**config.mk**
```make
export PLATFORM = sky130hd
export DESIGN_NAME = pipelined_decoder
export DESIGN_NICKNAME = d
export VERILOG_FILES = /design/src/rtl/decoder_pkg.sv /design/src/rtl/decode_comb.sv /design/src/rtl/pipelined_decoder.sv
export SDC_FILE = /design/constraint.sdc
export NUM_CORES = 1
export LEC_CHECK = 0
export BUFFER_PORTS_ARGS = -buffer_cell sky130_fd_sc_hd__buf_2
export CAP_MARGIN = 20
export CORE_MARGIN = 5
export CORE_UTILIZATION = 40
export CTS_BUF_LIST = sky130_fd_sc_hd__clkbuf_16
export CTS_CLUSTER_DIAMETER = 40
export DETAILED_ROUTE_END_ITERATION = 12
export GPL_TIMING_DRIVEN = 0
export REMOVE_ABC_BUFFERS = 1
export SLEW_MARGIN = 20
export SYNTH_ARGS = -nofsm -noshare
export SYNTH_HDL_FRONTEND = slang
export SYNTH_HIERARCHICAL = 1
export SYNTH_SLANG_ARGS = --single-unit
```
**constraint.sdc**
```tcl
create_clock -name clk_i -period 1.9 [get_ports clk_i]
set_input_delay 0.285 -clock clk_i [delete_from_list [all_inputs] [get_ports clk_i]]
set_output_delay 0.285 -clock clk_i [all_outputs]
set_load 0.05 [all_outputs]
```
**src/rtl/decoder_pkg.sv**
```systemverilog
// Shared decode encodings for the MIPS-subset ID stage: opcodes, functs, ALU classes and the control word.
// Used by decode_comb and pipelined_decoder (load-use interlock selectable with DECODER_LOADUSE_EN).
package decoder_pkg;

    localparam logic [5:0] OP_RTYPE = 6'b000000;
    localparam logic [5:0] OP_ADDI  = 6'b001000;
    localparam logic [5:0] OP_SLTIU = 6'b001011;
    localparam logic [5:0] OP_BEQ   = 6'b000100;
    localparam logic [5:0] OP_LUI   = 6'b001111;
    localparam logic [5:0] OP_ORI   = 6'b001101;
    localparam logic [5:0] OP_BNE   = 6'b000101;
    localparam logic [5:0] OP_LW    = 6'b100011;
    localparam logic [5:0] OP_SW    = 6'b101011;
    localparam logic [5:0] OP_BLEZ  = 6'b000110;
    localparam logic [5:0] OP_BGTZ  = 6'b000111;
    localparam logic [5:0] OP_J     = 6'b000010;
    localparam logic [5:0] OP_JAL   = 6'b000011;

    localparam logic [5:0] F_ADD = 6'b100000;
    localparam logic [5:0] F_SUB = 6'b100010;
    localparam logic [5:0] F_AND = 6'b100100;
    localparam logic [5:0] F_OR  = 6'b100101;
    localparam logic [5:0] F_SLT = 6'b101010;
    localparam logic [5:0] F_SLL = 6'b000000;
    localparam logic [5:0] F_SRL = 6'b000010;
    localparam logic [5:0] F_JR  = 6'b001000;

    localparam logic [4:0] REG_RA = 5'd31;

    typedef enum logic [3:0] {
        ALU_RTYPE = 4'd0,
        ALU_ADDI  = 4'd1,
        ALU_SLTIU = 4'd2,
        ALU_BEQ   = 4'd3,
        ALU_LUI   = 4'd4,
        ALU_ORI   = 4'd5,
        ALU_BNE   = 4'd6,
        ALU_LW    = 4'd7,
        ALU_SW    = 4'd8,
        ALU_BLEZ  = 4'd9,
        ALU_BGTZ  = 4'd10,
        ALU_JR    = 4'd11,
        ALU_J     = 4'd12,
        ALU_JAL   = 4'd13
    } alu_op_e;

    typedef enum logic [1:0] {
        SRC_REG  = 2'd0,
        SRC_IMM  = 2'd1,
        SRC_ZERO = 2'd2
    } alu_src_e;

    typedef enum logic [1:0] {
        JC_NONE = 2'd0,
        JC_JR   = 2'd1,
        JC_JAL  = 2'd2
    } jump_ctrl_e;

    typedef struct packed {
        logic       reg_write;
        logic       mem_read;
        logic       mem_write;
        logic       reg_dst;
        logic       branch;
        logic       branch_eq;
        logic       jump;
        alu_op_e    alu_op;
        alu_src_e   alu_src;
        jump_ctrl_e jump_ctrl;
    } ctrl_word_t;

    localparam ctrl_word_t CTRL_NOP = ctrl_word_t'(15'd0);

    // Instructions whose rt field is a source operand (the rest only write rt or ignore it).
    function automatic logic op_uses_rt(input logic [5:0] op);
        return (op == OP_RTYPE) || (op == OP_BEQ) || (op == OP_BNE) || (op == OP_SW);
    endfunction

endpackage

```
**src/rtl/decode_comb.sv**
```systemverilog
// Purely combinational instruction decode: control word, register indices, final destination,
// extended immediate and illegal-encoding flag.
module decode_comb
    import decoder_pkg::*;
#(
    parameter int XLEN = 32
) (
    input  logic [31:0]     instr_i,
    output ctrl_word_t      ctrl_o,
    output logic [4:0]      rs_o,
    output logic [4:0]      rt_o,
    output logic [4:0]      dest_o,
    output logic [XLEN-1:0] imm_o,
    output logic            uses_rt_o,
    output logic            illegal_o
);

    logic [5:0]      opcode_s;
    logic [5:0]      funct_s;
    logic [4:0]      rd_field_s;
    logic [XLEN-1:0] imm_sext_s;
    logic [XLEN-1:0] imm_zext_s;
    logic [XLEN-1:0] imm_lui_s;
    logic [XLEN-1:0] imm_jump_s;
    logic            unused_shamt_s;

    assign opcode_s       = instr_i[31:26];
    assign funct_s        = instr_i[5:0];
    assign rd_field_s     = instr_i[15:11];
    assign rs_o           = instr_i[25:21];
    assign rt_o           = instr_i[20:16];
    assign imm_sext_s     = {{(XLEN-16){instr_i[15]}}, instr_i[15:0]};
    assign imm_zext_s     = {{(XLEN-16){1'b0}}, instr_i[15:0]};
    assign imm_lui_s      = XLEN'({instr_i[15:0], 16'h0000});
    assign imm_jump_s     = {{(XLEN-26){1'b0}}, instr_i[25:0]};
    assign uses_rt_o      = op_uses_rt(opcode_s);
    assign unused_shamt_s = ^instr_i[10:6];

    // Opcode/funct decode; illegal paths simply never raise any enable.
    always_comb begin
        ctrl_o    = CTRL_NOP;
        imm_o     = {XLEN{1'b0}};
        dest_o    = instr_i[20:16];
        illegal_o = 1'b0;
        case (opcode_s)
            OP_RTYPE: begin
                ctrl_o.reg_dst = 1'b1;
                dest_o         = rd_field_s;
                case (funct_s)
                    F_ADD, F_SUB, F_AND, F_OR, F_SLT, F_SLL, F_SRL: begin
                        ctrl_o.reg_write = 1'b1;
                    end
                    F_JR: begin
                        ctrl_o.alu_op    = ALU_JR;
                        ctrl_o.jump      = 1'b1;
                        ctrl_o.jump_ctrl = JC_JR;
                    end
                    default: illegal_o = 1'b1;
                endcase
            end
            OP_ADDI: begin
                ctrl_o.reg_write = 1'b1;
                ctrl_o.alu_op    = ALU_ADDI;
                ctrl_o.alu_src   = SRC_IMM;
                imm_o            = imm_sext_s;
            end
            OP_SLTIU: begin
                ctrl_o.reg_write = 1'b1;
                ctrl_o.alu_op    = ALU_SLTIU;
                ctrl_o.alu_src   = SRC_IMM;
                imm_o            = imm_sext_s;
            end
            OP_BEQ: begin
                ctrl_o.branch    = 1'b1;
                ctrl_o.branch_eq = 1'b1;
                ctrl_o.alu_op    = ALU_BEQ;
                imm_o            = imm_sext_s;
            end
            OP_LUI: begin
                ctrl_o.reg_write = 1'b1;
                ctrl_o.alu_op    = ALU_LUI;
                ctrl_o.alu_src   = SRC_IMM;
                imm_o            = imm_lui_s;
            end
            OP_ORI: begin
                ctrl_o.reg_write = 1'b1;
                ctrl_o.alu_op    = ALU_ORI;
                ctrl_o.alu_src   = SRC_IMM;
                imm_o            = imm_zext_s;
            end
            OP_BNE: begin
                ctrl_o.branch = 1'b1;
                ctrl_o.alu_op = ALU_BNE;
                imm_o         = imm_sext_s;
            end
            OP_LW: begin
                ctrl_o.reg_write = 1'b1;
                ctrl_o.mem_read  = 1'b1;
                ctrl_o.alu_op    = ALU_LW;
                ctrl_o.alu_src   = SRC_IMM;
                imm_o            = imm_sext_s;
            end
            OP_SW: begin
                ctrl_o.mem_write = 1'b1;
                ctrl_o.alu_op    = ALU_SW;
                ctrl_o.alu_src   = SRC_IMM;
                imm_o            = imm_sext_s;
            end
            OP_BLEZ: begin
                ctrl_o.branch  = 1'b1;
                ctrl_o.alu_op  = ALU_BLEZ;
                ctrl_o.alu_src = SRC_ZERO;
                imm_o          = imm_sext_s;
            end
            OP_BGTZ: begin
                ctrl_o.branch  = 1'b1;
                ctrl_o.alu_op  = ALU_BGTZ;
                ctrl_o.alu_src = SRC_ZERO;
                imm_o          = imm_sext_s;
            end
            OP_J: begin
                ctrl_o.jump   = 1'b1;
                ctrl_o.alu_op = ALU_J;
                imm_o         = imm_jump_s;
            end
            OP_JAL: begin
                ctrl_o.reg_write = 1'b1;
                ctrl_o.jump      = 1'b1;
                ctrl_o.alu_op    = ALU_JAL;
                ctrl_o.jump_ctrl = JC_JAL;
                dest_o           = REG_RA;
                imm_o            = imm_jump_s;
            end
            default: illegal_o = 1'b1;
        endcase
    end

endmodule

```
**src/rtl/pipelined_decoder.sv**
```systemverilog
// ID stage with ID/EX output register, valid/ready handshake, flush and load-use bubble insertion.
// Define DECODER_LOADUSE_EN to enable the load-use interlock; otherwise software must schedule NOPs.
module pipelined_decoder
    import decoder_pkg::*;
#(
    parameter int XLEN    = 32,
    parameter int REG_AW  = 5,
    parameter int ALUOP_W = 4
) (
    input  logic               clk_i,
    input  logic               rst_i,
    input  logic [31:0]        instr_i,
    input  logic               instr_valid_i,
    output logic               id_ready_o,
    input  logic               flush_i,
    input  logic               ex_ready_i,
    output logic               valid_o,
    output logic               RegWrite_o,
    output logic               memread_o,
    output logic               memwrite_o,
    output logic               RegDst_o,
    output logic               Branch_o,
    output logic               Branch_eq,
    output logic               Jump_o,
    output logic [ALUOP_W-1:0] ALU_op_o,
    output logic [1:0]         ALUSrc_o,
    output logic [1:0]         Jump_Ctrl_o,
    output logic [REG_AW-1:0]  rs_o,
    output logic [REG_AW-1:0]  rt_o,
    output logic [REG_AW-1:0]  rd_o,
    output logic [XLEN-1:0]    imm_o,
    output logic               illegal_o
);

    ctrl_word_t      dec_ctrl_s;
    logic [4:0]      dec_rs_s;
    logic [4:0]      dec_rt_s;
    logic [4:0]      dec_dest_s;
    logic [XLEN-1:0] dec_imm_s;
    logic            dec_uses_rt_s;
    logic            dec_illegal_s;

    logic            load_en_s;
    logic            hazard_s;
    logic            take_s;

    logic              valid_q,   valid_d;
    ctrl_word_t        ctrl_q,    ctrl_d;
    logic [REG_AW-1:0] rs_q,      rs_d;
    logic [REG_AW-1:0] rt_q,      rt_d;
    logic [REG_AW-1:0] rd_q,      rd_d;
    logic [XLEN-1:0]   imm_q,     imm_d;
    logic              illegal_q, illegal_d;

    decode_comb #(
        .XLEN (XLEN)
    ) u_decode (
        .instr_i   (instr_i),
        .ctrl_o    (dec_ctrl_s),
        .rs_o      (dec_rs_s),
        .rt_o      (dec_rt_s),
        .dest_o    (dec_dest_s),
        .imm_o     (dec_imm_s),
        .uses_rt_o (dec_uses_rt_s),
        .illegal_o (dec_illegal_s)
    );

    assign load_en_s = !valid_q || ex_ready_i;

`ifdef DECODER_LOADUSE_EN
    // A load in ID/EX whose target feeds the incoming instruction must wait one cycle.
    assign hazard_s = valid_q && ctrl_q.mem_read && instr_valid_i
                      && ((rd_q == REG_AW'(dec_rs_s))
                          || (dec_uses_rt_s && (rd_q == REG_AW'(dec_rt_s))))
                      && (rd_q != {REG_AW{1'b0}});
`else
    logic unused_uses_rt_s;
    assign hazard_s         = 1'b0;
    assign unused_uses_rt_s = dec_uses_rt_s;
`endif

    assign take_s     = instr_valid_i && !hazard_s;
    assign id_ready_o = rst_i || flush_i || (load_en_s && !hazard_s);

    // Next-state of the ID/EX register: flush or bubble clears it, load captures decode, else hold.
    always_comb begin
        valid_d   = valid_q;
        ctrl_d    = ctrl_q;
        rs_d      = rs_q;
        rt_d      = rt_q;
        rd_d      = rd_q;
        imm_d     = imm_q;
        illegal_d = illegal_q;
        if (flush_i || (load_en_s && !take_s)) begin
            valid_d   = 1'b0;
            ctrl_d    = CTRL_NOP;
            rs_d      = {REG_AW{1'b0}};
            rt_d      = {REG_AW{1'b0}};
            rd_d      = {REG_AW{1'b0}};
            imm_d     = {XLEN{1'b0}};
            illegal_d = 1'b0;
        end else if (load_en_s) begin
            valid_d   = 1'b1;
            ctrl_d    = dec_ctrl_s;
            rs_d      = REG_AW'(dec_rs_s);
            rt_d      = REG_AW'(dec_rt_s);
            rd_d      = REG_AW'(dec_dest_s);
            imm_d     = dec_imm_s;
            illegal_d = dec_illegal_s;
        end else begin
            valid_d   = valid_q;
        end
    end

    // ID/EX pipeline register with synchronous reset.
    always_ff @(posedge clk_i) begin
        if (rst_i) begin
            valid_q   <= 1'b0;
            ctrl_q    <= CTRL_NOP;
            rs_q      <= {REG_AW{1'b0}};
            rt_q      <= {REG_AW{1'b0}};
            rd_q      <= {REG_AW{1'b0}};
            imm_q     <= {XLEN{1'b0}};
            illegal_q <= 1'b0;
        end else begin
            valid_q   <= valid_d;
            ctrl_q    <= ctrl_d;
            rs_q      <= rs_d;
            rt_q      <= rt_d;
            rd_q      <= rd_d;
            imm_q     <= imm_d;
            illegal_q <= illegal_d;
        end
    end

    assign valid_o     = valid_q;
    assign RegWrite_o  = ctrl_q.reg_write;
    assign memread_o   = ctrl_q.mem_read;
    assign memwrite_o  = ctrl_q.mem_write;
    assign RegDst_o    = ctrl_q.reg_dst;
    assign Branch_o    = ctrl_q.branch;
    assign Branch_eq   = ctrl_q.branch_eq;
    assign Jump_o      = ctrl_q.jump;
    assign ALU_op_o    = ALUOP_W'(ctrl_q.alu_op);
    assign ALUSrc_o    = ctrl_q.alu_src;
    assign Jump_Ctrl_o = ctrl_q.jump_ctrl;
    assign rs_o        = rs_q;
    assign rt_o        = rt_q;
    assign rd_o        = rd_q;
    assign imm_o       = imm_q;
    assign illegal_o   = illegal_q;

endmodule

```
==> results of run 1 <==
## per-stage QoR
step / setup TNS (ns) / cells / utilization [%] / hold slack [ns]
floorplan: -26.46 / 383 / - / 0.425
global placement: -56.56 / 589 / 43.8 / 0.436
detailed placement: -6.50 / 593 / 45.3 / 0.442
CTS: 0 / 610 / 48.7 / 0.194
global route: 0 / 610 / 48.8 / 0.210
finish: 0 / 610 / 48.8 / 0.205
## final cells by class
class / instances / share of cell area [%]
clock inverters: 6 / 0.941
inverters: 7 / 0.659
flip-flops and latches: 64 / 32.1
well taps: 105 / 3.29
clock buffers: 9 / 5.64
multi-input cells: 313 / 41.7
repair buffers: 106 / 15.6
## sequential cells by signal, summed over array words and instances (netlist names)
| register | count |
|---|---|
| ALU_op_o | 4 |
| imm_o | 32 |
| Branch_eq | 1 |
| valid_o | 1 |
| illegal_o | 1 |
| RegWrite_o | 1 |
| memwrite_o | 1 |
| Jump_o | 1 |
| RegDst_o | 1 |
| Branch_o | 1 |
| rs_o | 5 |
| rt_o | 5 |
| memread_o | 1 |
| rd_o | 5 |
| ALUSrc_o | 2 |
| Jump_Ctrl_o | 2 |
## cells in the final DEF (no fill, tap or decap), types with 2 or more instances in the layout
cell,count
a211oi_1,2
a21o_1,5
a21oi_1,56
a21oi_2,10
a221o_1,11
and2_1,19
buf_16,4
buf_2,101
clkbuf_16,9
clkinv_2,3
clkinvlp_4,3
dfxtp_1,64
inv_1,7
mux2i_1,5
nand2_1,140
nand2b_1,6
nand3_1,2
nor2_1,10
nor2b_1,4
nor3_1,7
nor4_1,5
o21ai_0,6
o22ai_1,2
## power groups by stage
stage	sequential [uW]	clock [uW]	combinational, uW
2_1_floorplan	1470	0	156
3_3_place_gp	1400	0	365
3_5_place_dp	1400	0	387
4_1_cts	1370	1510	393
5_1_grt	1370	1580	431
6_report	1370	1470	393
## critical path, cell delays in order
cell     delay [ns]
buf_2          0.21
or4_4          0.54
or2_1          0.43
o31ai_2        0.32
nand2_1        0.08
a21oi_1        0.16
## routing by layer
metal | GRT usage [%] | up-vias
met5 | 0 | -
met4 | 7.16 | 0
met3 | 4.06 | 12
met2 | 29.3 | 91
met1 | 23.8 | 1427
li1 | - | 1581
## path summary, 6_finish.rpt
check | startpoint | endpoint | slack [ns] | cells past startpoint
worst min register to register | Jump_Ctrl_o[0] | Jump_Ctrl_o[0] | 0.45 | 2
worst min-delay path | instr_i[24] | rs_o[3] | 0.20 | 3
worst max register to register | valid_o | imm_o[31] | 0.21 | 6
worst max-delay path | instr_i[28] | RegWrite_o | 0.13 | 6
## what timing repair did
action / in CTS / in global routing
pin swaps: 1 / 0
buffers inserted: 1 / 0
cloned: 1 / 0
gates resized for setup: 0 / 1
setup endpoints to repair: 27 / 10
==> run metrics, run 1 <==
post-layout total power 3230 uW; DRT antenna net count 0; overall fraction of global-route tracks in use 18.3%; Slew Limit Headroom a little over half; number of levels in the clock H-tree 3; maximum clock frequency between 500 and 600 MHz; area of the multi-input gates around 0.0017 mm2; part of the total power dissipated in combinational logic 12.1%; share of the clock period used by the worst path after layout between 90% and 100%; setup repair after global routing missed its margin false; kind of start point of the critical path input port; Worst Setup Slack, final approximately 0.13 ns; share of cells above drive strength 1 approximately 28%; global-route wire length before repair around 15 mm; antenna violations before repair 0; detailed-route vias per instance 5.10; Post-route DRC 0; Final HPWL DP a little over 6 mm; number of clock sinks 64; fin nets 538; final slew viol count 0; Congestion Overflow GR 0; Warnings, synthesis 6; outcome finished, final reports clean; clk slew on worst S/H paths around 0.06 ns; hold buffer count at cts 0; standard-cell row count 33; highest signal layer in the routed design met4; fin area about 0.0040 mm2; starting density of the core 40.8%; combined area of all synthesized cells between 0.003 and 0.004 mm2; Post-Synthesis Mean Instance Area a little under 8 um2; net switching power of the design between 800 and 900 uW; clock network power share about 45%; top-level port count 102; instance area at placement between 0.003 and 0.004 mm2; sequential cell area around 0.0013 mm2; Die Footprint ~0.010 mm2; leakage between 0.0015 and 0.002 uW; number of detailed-route iterations in the first pass 4; switching power as a share of total power 27.1%; worst min-delay path category input port to register; area of the placeable core ~0.0082 mm2; later-pin clock latency in the skew report 0.33 ns; DR WL met2 between 4 and 5 mm; gpl congestion 0.863; synthesis-to-finish area growth 19.6%; wire length the detailed router placed on met1 4.15 mm; count of routing violations after the opening detailed-route iteration 224; Routed WL 9.27 mm; number of CTS-inserted buffers 9; Worst IR Drop VDD between 0.4 and 0.5 mV; CTS tree yes; die span in x 101 um; synthesized netlist cell count 430; count of filler cells inserted in the layout ~860; portion of total power attributed to sequential cells between 40% and 50%; max-capacitance violation count 0; clk buf depth 2; detail-routed net length per standard cell 15.2 um; data arrival time of the worst path 2.03 ns; minimum clock period 1.77 ns; y dimension of the die 101 um; number of global-route vias before repair around 2900; worst-margin pin slew a little over 0.7 ns; CP endpoint kind register; total length of routed met3 wires around 560 um; input/output buffers 101; maximum number of pins on one net before global-route repair between 60 and 70; highest net fanout along the worst path 21; setup clock skew after layout between 0.01 and 0.015 ns; final count of negative-setup-slack endpoints 0; WP data required 2.16 ns; hold violation total from the final report 0; root buffer cell clkbuf_16; Critical Setup Path Class input port to register; Antenna Cells 0; areal power density over the cells 810 mW/mm2; count of vias placed by the detailed router approximately 3100; worst setup slack after placement -0.243 ns; Cell Int Power 2360 uW
No activity file was read; power rests on OpenSTA's default activity.
==> run 2, diff against run 1 <==
--- a/config.mk
+++ b/config.mk
@@ -5,6 +5,7 @@
 export SDC_FILE = /design/constraint.sdc
 export NUM_CORES = 1
 export LEC_CHECK = 0
+export ABC_AREA = 1
 export BUFFER_PORTS_ARGS = -buffer_cell sky130_fd_sc_hd__buf_2
 export CAP_MARGIN = 20
 export CORE_MARGIN = 5
==> run 2 against run 1 <==
Compared with the run above:
- clock power grew 22%
- clock skew shrank 0.0068 ns
- critical path depth grew 4
- largest cell class unchanged
==> run metrics, run 2 <==
share of cells above drive strength 1 19.3% (-8.4 points); worst hold path startpoint instr_i[16]; clk slew on worst S/H paths 0.06 ns (about the same); Slew Limit Headroom 54.8% (+1.9 points); reg-to-reg critical path startpoint valid_o; starting density of the core 40.8% (about the same); root buffer cell clkbuf_16; Die Footprint 0.0115 mm2 (+12%); hold violation total from the final report 0 (unchanged); input/output buffers 101 (unchanged); highest net fanout along the worst path 20 (-4.8%); synthesized netlist cell count 632 (+47%); y dimension of the die 107 um (+5.7%); Post-route DRC 0 (unchanged); Worst Setup Slack, final 0.170 ns (+0.0433 ns); Final HPWL DP 6.70 mm (+9.4%); number of global-route vias before repair 3778 (+29%); minimum clock period 1.73 ns (-0.0433 ns); area of the placeable core 0.00924 mm2 (+13%); data arrival time of the worst path 2.01 ns (-0.02 ns); max-capacitance violation count 0 (unchanged); hold path endpoint rt_o[0]; clk buf depth 2 (unchanged); standard-cell row count 35 (+6.1%); WP data required 2.18 ns (+0.02 ns); most frequent standard cell in the layout excluding fill and tap cells nand2_1; fin area 0.00452 mm2 (+13%); Antenna Cells 0 (unchanged); kind of start point of the critical path input port; Hold Path Stages 5 (+2); instance area at placement 0.00413 mm2 (+11%); Post-Synthesis Mean Instance Area 5.97 um2 (-23%); CTS tree yes; setup repair after global routing missed its margin true; Critical Setup Path Class input port to register; share of the clock period used by the worst path after layout 91.0% (-2.3 points); post-layout total power 3600 uW (+11%); global-route wire length before repair 17.9 mm (+20%); combined area of all synthesized cells 0.00377 mm2 (+13%); worst-margin pin slew 0.677 ns (-0.0279 ns); synthesis-to-finish area growth 19.8%; detail-routed net length per standard cell 13.1 um (-14%); die span in x 107 um (+5.7%); fin nets 742 (+38%); Worst IR Drop VDD 0.412 mV (about the same); leakage 0.00308 uW (+73%); overall fraction of global-route tracks in use 19.5% (+1.2 points); DRT antenna net count 0 (unchanged); Congestion Overflow GR 0 (unchanged); commonest non-fill, non-tap cells in the layout 240 x nand2_1, 115 x inv_1, 101 x buf_2; final slew viol count 0 (unchanged); Warnings, synthesis 6 (unchanged); Worst setup startpoint instr_i[31]; detailed-route vias per instance 4.60 (-9.8%); Register-to-Register Path Depth 5 (-1); setup slack on the worst flop-to-flop path 0.39 ns (+0.18 ns); count of vias placed by the detailed router 3859 (+24%); CP endpoint kind register; maximum clock frequency 578 MHz (+2.5%); number of clock sinks 64 (unchanged); later-pin clock latency in the skew report 0.32 ns (about the same); number of detailed-route iterations in the first pass 4 (unchanged); flip-flop count of the largest register, all copies and words added 32 (unchanged); worst min-delay path category input port to register; areal power density over the cells 797 mW/mm2 (-1.6%); number of CTS-inserted buffers 9 (unchanged); antenna violations before repair 2 (+2); worst setup slack after placement -0.841 ns (-0.598 ns); number of levels in the clock H-tree 3 (unchanged); count of routing violations after the opening detailed-route iteration 243 (+8.5%); gpl congestion 0.890 (+3.2%); outcome finished, final reports clean; setup clock skew after layout 0.00431 ns (-0.00679 ns); maximum number of pins on one net before global-route repair 65 (+1.6%); Routed WL 11.0 mm (+19%); top-level port count 102 (unchanged); r2r endpoint imm_o[11]; final count of negative-setup-slack endpoints 0 (unchanged)
run 2: through the flow:
step / instances / hold WS (ns) / TNS (ns) / utilization [%]
after floorplan: 591 / 0.468 / -66.54 / -
after global placement: 821 / 0.537 / -105.51 / 44.6
after detailed placement: 821 / 0.541 / -39.99 / 44.6
after CTS: 838 / 0.235 / 0 / 48.5
after global routing: 839 / 0.254 / -0.00421 / 48.9
final: 839 / 0.248 / 0 / 48.9
run 2: critical path: stages:
cell and delay [ns]:
buf_2 0.12, nor2_4 0.47, nand3_1 0.30, nor2_2 0.39, nand2_1 0.09, nand2_1 0.08
nand2_1 0.06, nand2_1 0.09, nand2_1 0.06, inv_1 0.06
run 2: worst max-delay path by stage:
stage	slack (ns)	end	cells after the start
global route	-0.004	imm_o[28]	10
finish	0.17	imm_o[30]	10
detailed placement	-0.84	imm_o[5]	10
CTS	0.06	imm_o[30]	10
global placement	-1.64	imm_o[25]	5
floorplan	-1.03	ALUSrc_o[0]	6
run 2: final cells by class:
cell class	instances	area (um2)
fill	1018	4720
multi-input combinational	408	1760
sequential	64	1280
timing repair buffer	103	551
inverter	119	449
clock buffer	9	225
tap	129	161
clock inverter	7	95.1
run 2: report_power, final:
group          switching (uW)  internal (uW)  leakage, uW
clock network             636           1150     0.000156
registers                19.5           1360     0.000518
logic                     317            118      0.00241
run 2: what timing repair did:
action                                  in CTS  in global routing
endpoints found under the setup margin      65                 63
gates resized for setup                      3                  3
setup buffers                                1                  1
hold buffers                                 0                  0
pin swaps                                    0                  0
run 2: routing by layer:
layer  vias up  wire (um)  track usage [%]
li1       2018          -                -
met1      1710       4860             23.1
met2       108       5180             33.3
met3        19        767             6.62
met4         4        165             5.39
met5         -         22                0
==> run 3, diff against run 2 <==
--- a/config.mk
+++ b/config.mk
@@ -9,7 +9,7 @@
 export BUFFER_PORTS_ARGS = -buffer_cell sky130_fd_sc_hd__buf_2
 export CAP_MARGIN = 20
 export CORE_MARGIN = 5
-export CORE_UTILIZATION = 40
+export CORE_UTILIZATION = 35
 export CTS_BUF_LIST = sky130_fd_sc_hd__clkbuf_16
 export CTS_CLUSTER_DIAMETER = 40
 export DETAILED_ROUTE_END_ITERATION = 12
==> run 3 against run 2 <==
Compared with the run above:
- via count up 0.23%
- sequential share of layout area grew 0.12 points
- worst hold slack got worse by 0.00094 ns
- clock power shrank 11%
- cell area fell by 0.42%
- sequential cell count unchanged
- clock skew up 0.0012 ns
- first-iteration DRC count fell by 4.1%
- die area increased by 13%
- non-clock buffer count unchanged
- sequential power hardly changed
- critical path type is now register to output port
==> run metrics, run 3 (synthesis gave the netlist of run 2 again) <==
post-layout total power 3420 uW (-5.0%); area of the multi-input gates 0.00175 mm2 (about the same); sum of buffers and inverters on the critical path 2 (unchanged); top-level port count 102 (unchanged); later-pin clock latency in the skew report 0.33 ns (about the same); Antenna Cells 0 (unchanged); kind of cell adding the most delay to the critical path flip-flops; global-route wire length before repair 18.0 mm (+0.50%); maximum number of pins on one net before global-route repair 65 (unchanged); clk slew on worst S/H paths 0.05 ns (about the same); CP endpoint kind output port; minimum clock period 1.71 ns (-0.0211 ns); kind of start point of the critical path register; gpl congestion 0.871 (-2.2%); input/output buffers 101 (unchanged); antenna violations before repair 1 (-1); hold violation total from the final report 0 (unchanged); number of levels in the clock H-tree 3 (unchanged); areal power density over the cells 760 mW/mm2 (-4.6%); commonest non-fill, non-tap cells in the layout 240 x nand2_1, 116 x inv_1, 101 x buf_2; overall fraction of global-route tracks in use 17.1% (-2.4 points); CTS tree yes; Congestion Overflow GR 0 (unchanged); Die Footprint 0.0130 mm2 (+13%); flip-flop count of the largest register, all copies and words added 32 (unchanged); worst-margin pin slew 0.685 ns (+0.00737 ns); clk buf depth 2 (unchanged); slowest stage delay, CP 0.54 ns (+0.07 ns); worst min-delay path category input port to register; highest net fanout along the worst path 18 (-10%); area of the placeable core 0.0107 mm2 (+16%); cell-by-cell listing of the critical path inv_1, nor2_1, nand2_1, buf_2; starting density of the core 35.3% (-5.6 points); DRT antenna net count 0 (unchanged); maximum clock frequency 585 MHz (+1.2%); outcome finished, final reports clean; Slew Limit Headroom 54.3% (-0.49 points); setup clock skew after layout 0.00546 ns (+0.00116 ns); Final HPWL DP 6.88 mm (+2.7%); count of routing violations after the opening detailed-route iteration 233 (-4.1%); y dimension of the die 114 um (+6.3%); Routed WL 11.2 mm (+2.0%); die span in x 114 um (+6.3%); max-capacitance violation count 0 (unchanged); WP data required 1.62 ns (-0.56 ns); Slowest cell on crit path dfxtp_4; fin area 0.00450 mm2 (-0.42%); root buffer cell clkbuf_16; detailed-route vias per instance 4.55 (-1.2%); number of CTS-inserted buffers 9 (unchanged); setup repair after global routing missed its margin false; number of clock sinks 64 (unchanged); synthesis-to-finish area growth 19.3%; data arrival time of the worst path 1.42 ns (-0.59 ns); leakage 0.00307 uW (-0.33%); sequential cell area 0.00128 mm2 (unchanged); Worst IR Drop VDD 0.423 mV (+2.8%); most frequent standard cell in the layout excluding fill and tap cells nand2_1; Post-route DRC 0 (unchanged); instance area at placement 0.00414 mm2 (+0.33%); detail-routed net length per standard cell 13.2 um (+0.60%); share of cells above drive strength 1 19.1% (-0.17 points); count of vias placed by the detailed router 3868 (+0.23%); number of detailed-route iterations in the first pass 6 (+2); hold buffer count at cts 0 (unchanged); fin nets 743 (+0.13%); Critical Setup Path Class register to output port; standard-cell row count 38 (+8.6%); share of the clock period used by the worst path after layout 89.9% (-1.1 points); count of filler cells inserted in the layout 1201 (+18%); number of global-route vias before repair 3717 (-1.6%); final slew viol count 0 (unchanged); final count of negative-setup-slack endpoints 0 (unchanged)
run 3: cell count changes in the layout (fill, tap and decap cells not counted), sizes merged:
cell | before | now
clkinv | 3 | 4
nor2 | 48 | 49
bufinv | 2 | 1
run 3: layer usage:
layer | vias to the layer above | share of wire (%) | track usage [%]
li1 | 2018 | - | -
met1 | 1738 | 47 | 22.3
met2 | 100 | 46 | 28.2
met3 | 10 | 6.3 | 4.72
met4 | 2 | 0.70 | 4.04
met5 | - | 0.062 | 0
run 3: worst paths after layout:
check	slack, ns	cells past startpoint	end	start
worst max register to register	0.40	5	RegWrite_o	valid_o
worst min register to register	0.55	4	rs_o[1]	rs_o[1]
worst max-delay path	0.19	4	id_ready_o	valid_o
worst min-delay path	0.25	5	rs_o[1]	instr_i[22]
run 3: through the flow:
stage	worst slack, ns	hold slack, ns	std cells	TNS (ns)	util, %
2_1_floorplan	-1.03	0.468	591	-66.54	-
3_3_place_gp	-1.68	0.535	832	-105.45	38.6
3_5_place_dp	-0.858	0.543	832	-40.52	38.7
4_1_cts	0.0489	0.241	849	0	41.7
5_1_grt	0.0245	0.275	851	0	42.1
6_report	0.191	0.247	851	0	42.1
run 3: power breakdown:
| group | internal [uW] | switching, uW |
|---|---|---|
| clock | 1000 | 599 |
| combinational | 119 | 321 |
| sequential | 1360 | 19.0 |
run 3: worst min-delay path: stages:
cell and delay (ns):
buf_2 0.09, nand2_1 0.04, nand2_1 0.05, nand2_1 0.04
inv_1 0.04
run 3: area by class of cell:
type / count / share of cell area [%]
tap: 140 / 3.89
clock inverter: 7 / 1.42
inverter: 119 / 9.97
sequential: 64 / 28.5
clock buffer: 9 / 5.00
multi-input combinational: 409 / 39.0
timing repair buffer: 103 / 12.2
run 3: what timing repair did:
| item | in CTS | in global routing |
|---|---|---|
| resized for setup | 3 | 2 |
| buffers inserted | 1 | 1 |
| setup endpoints to repair | 65 | 63 |
| hold endpoints to repair | 0 | 0 |
| pin swaps | 0 | 1 |
| cloned | 0 | 1 |
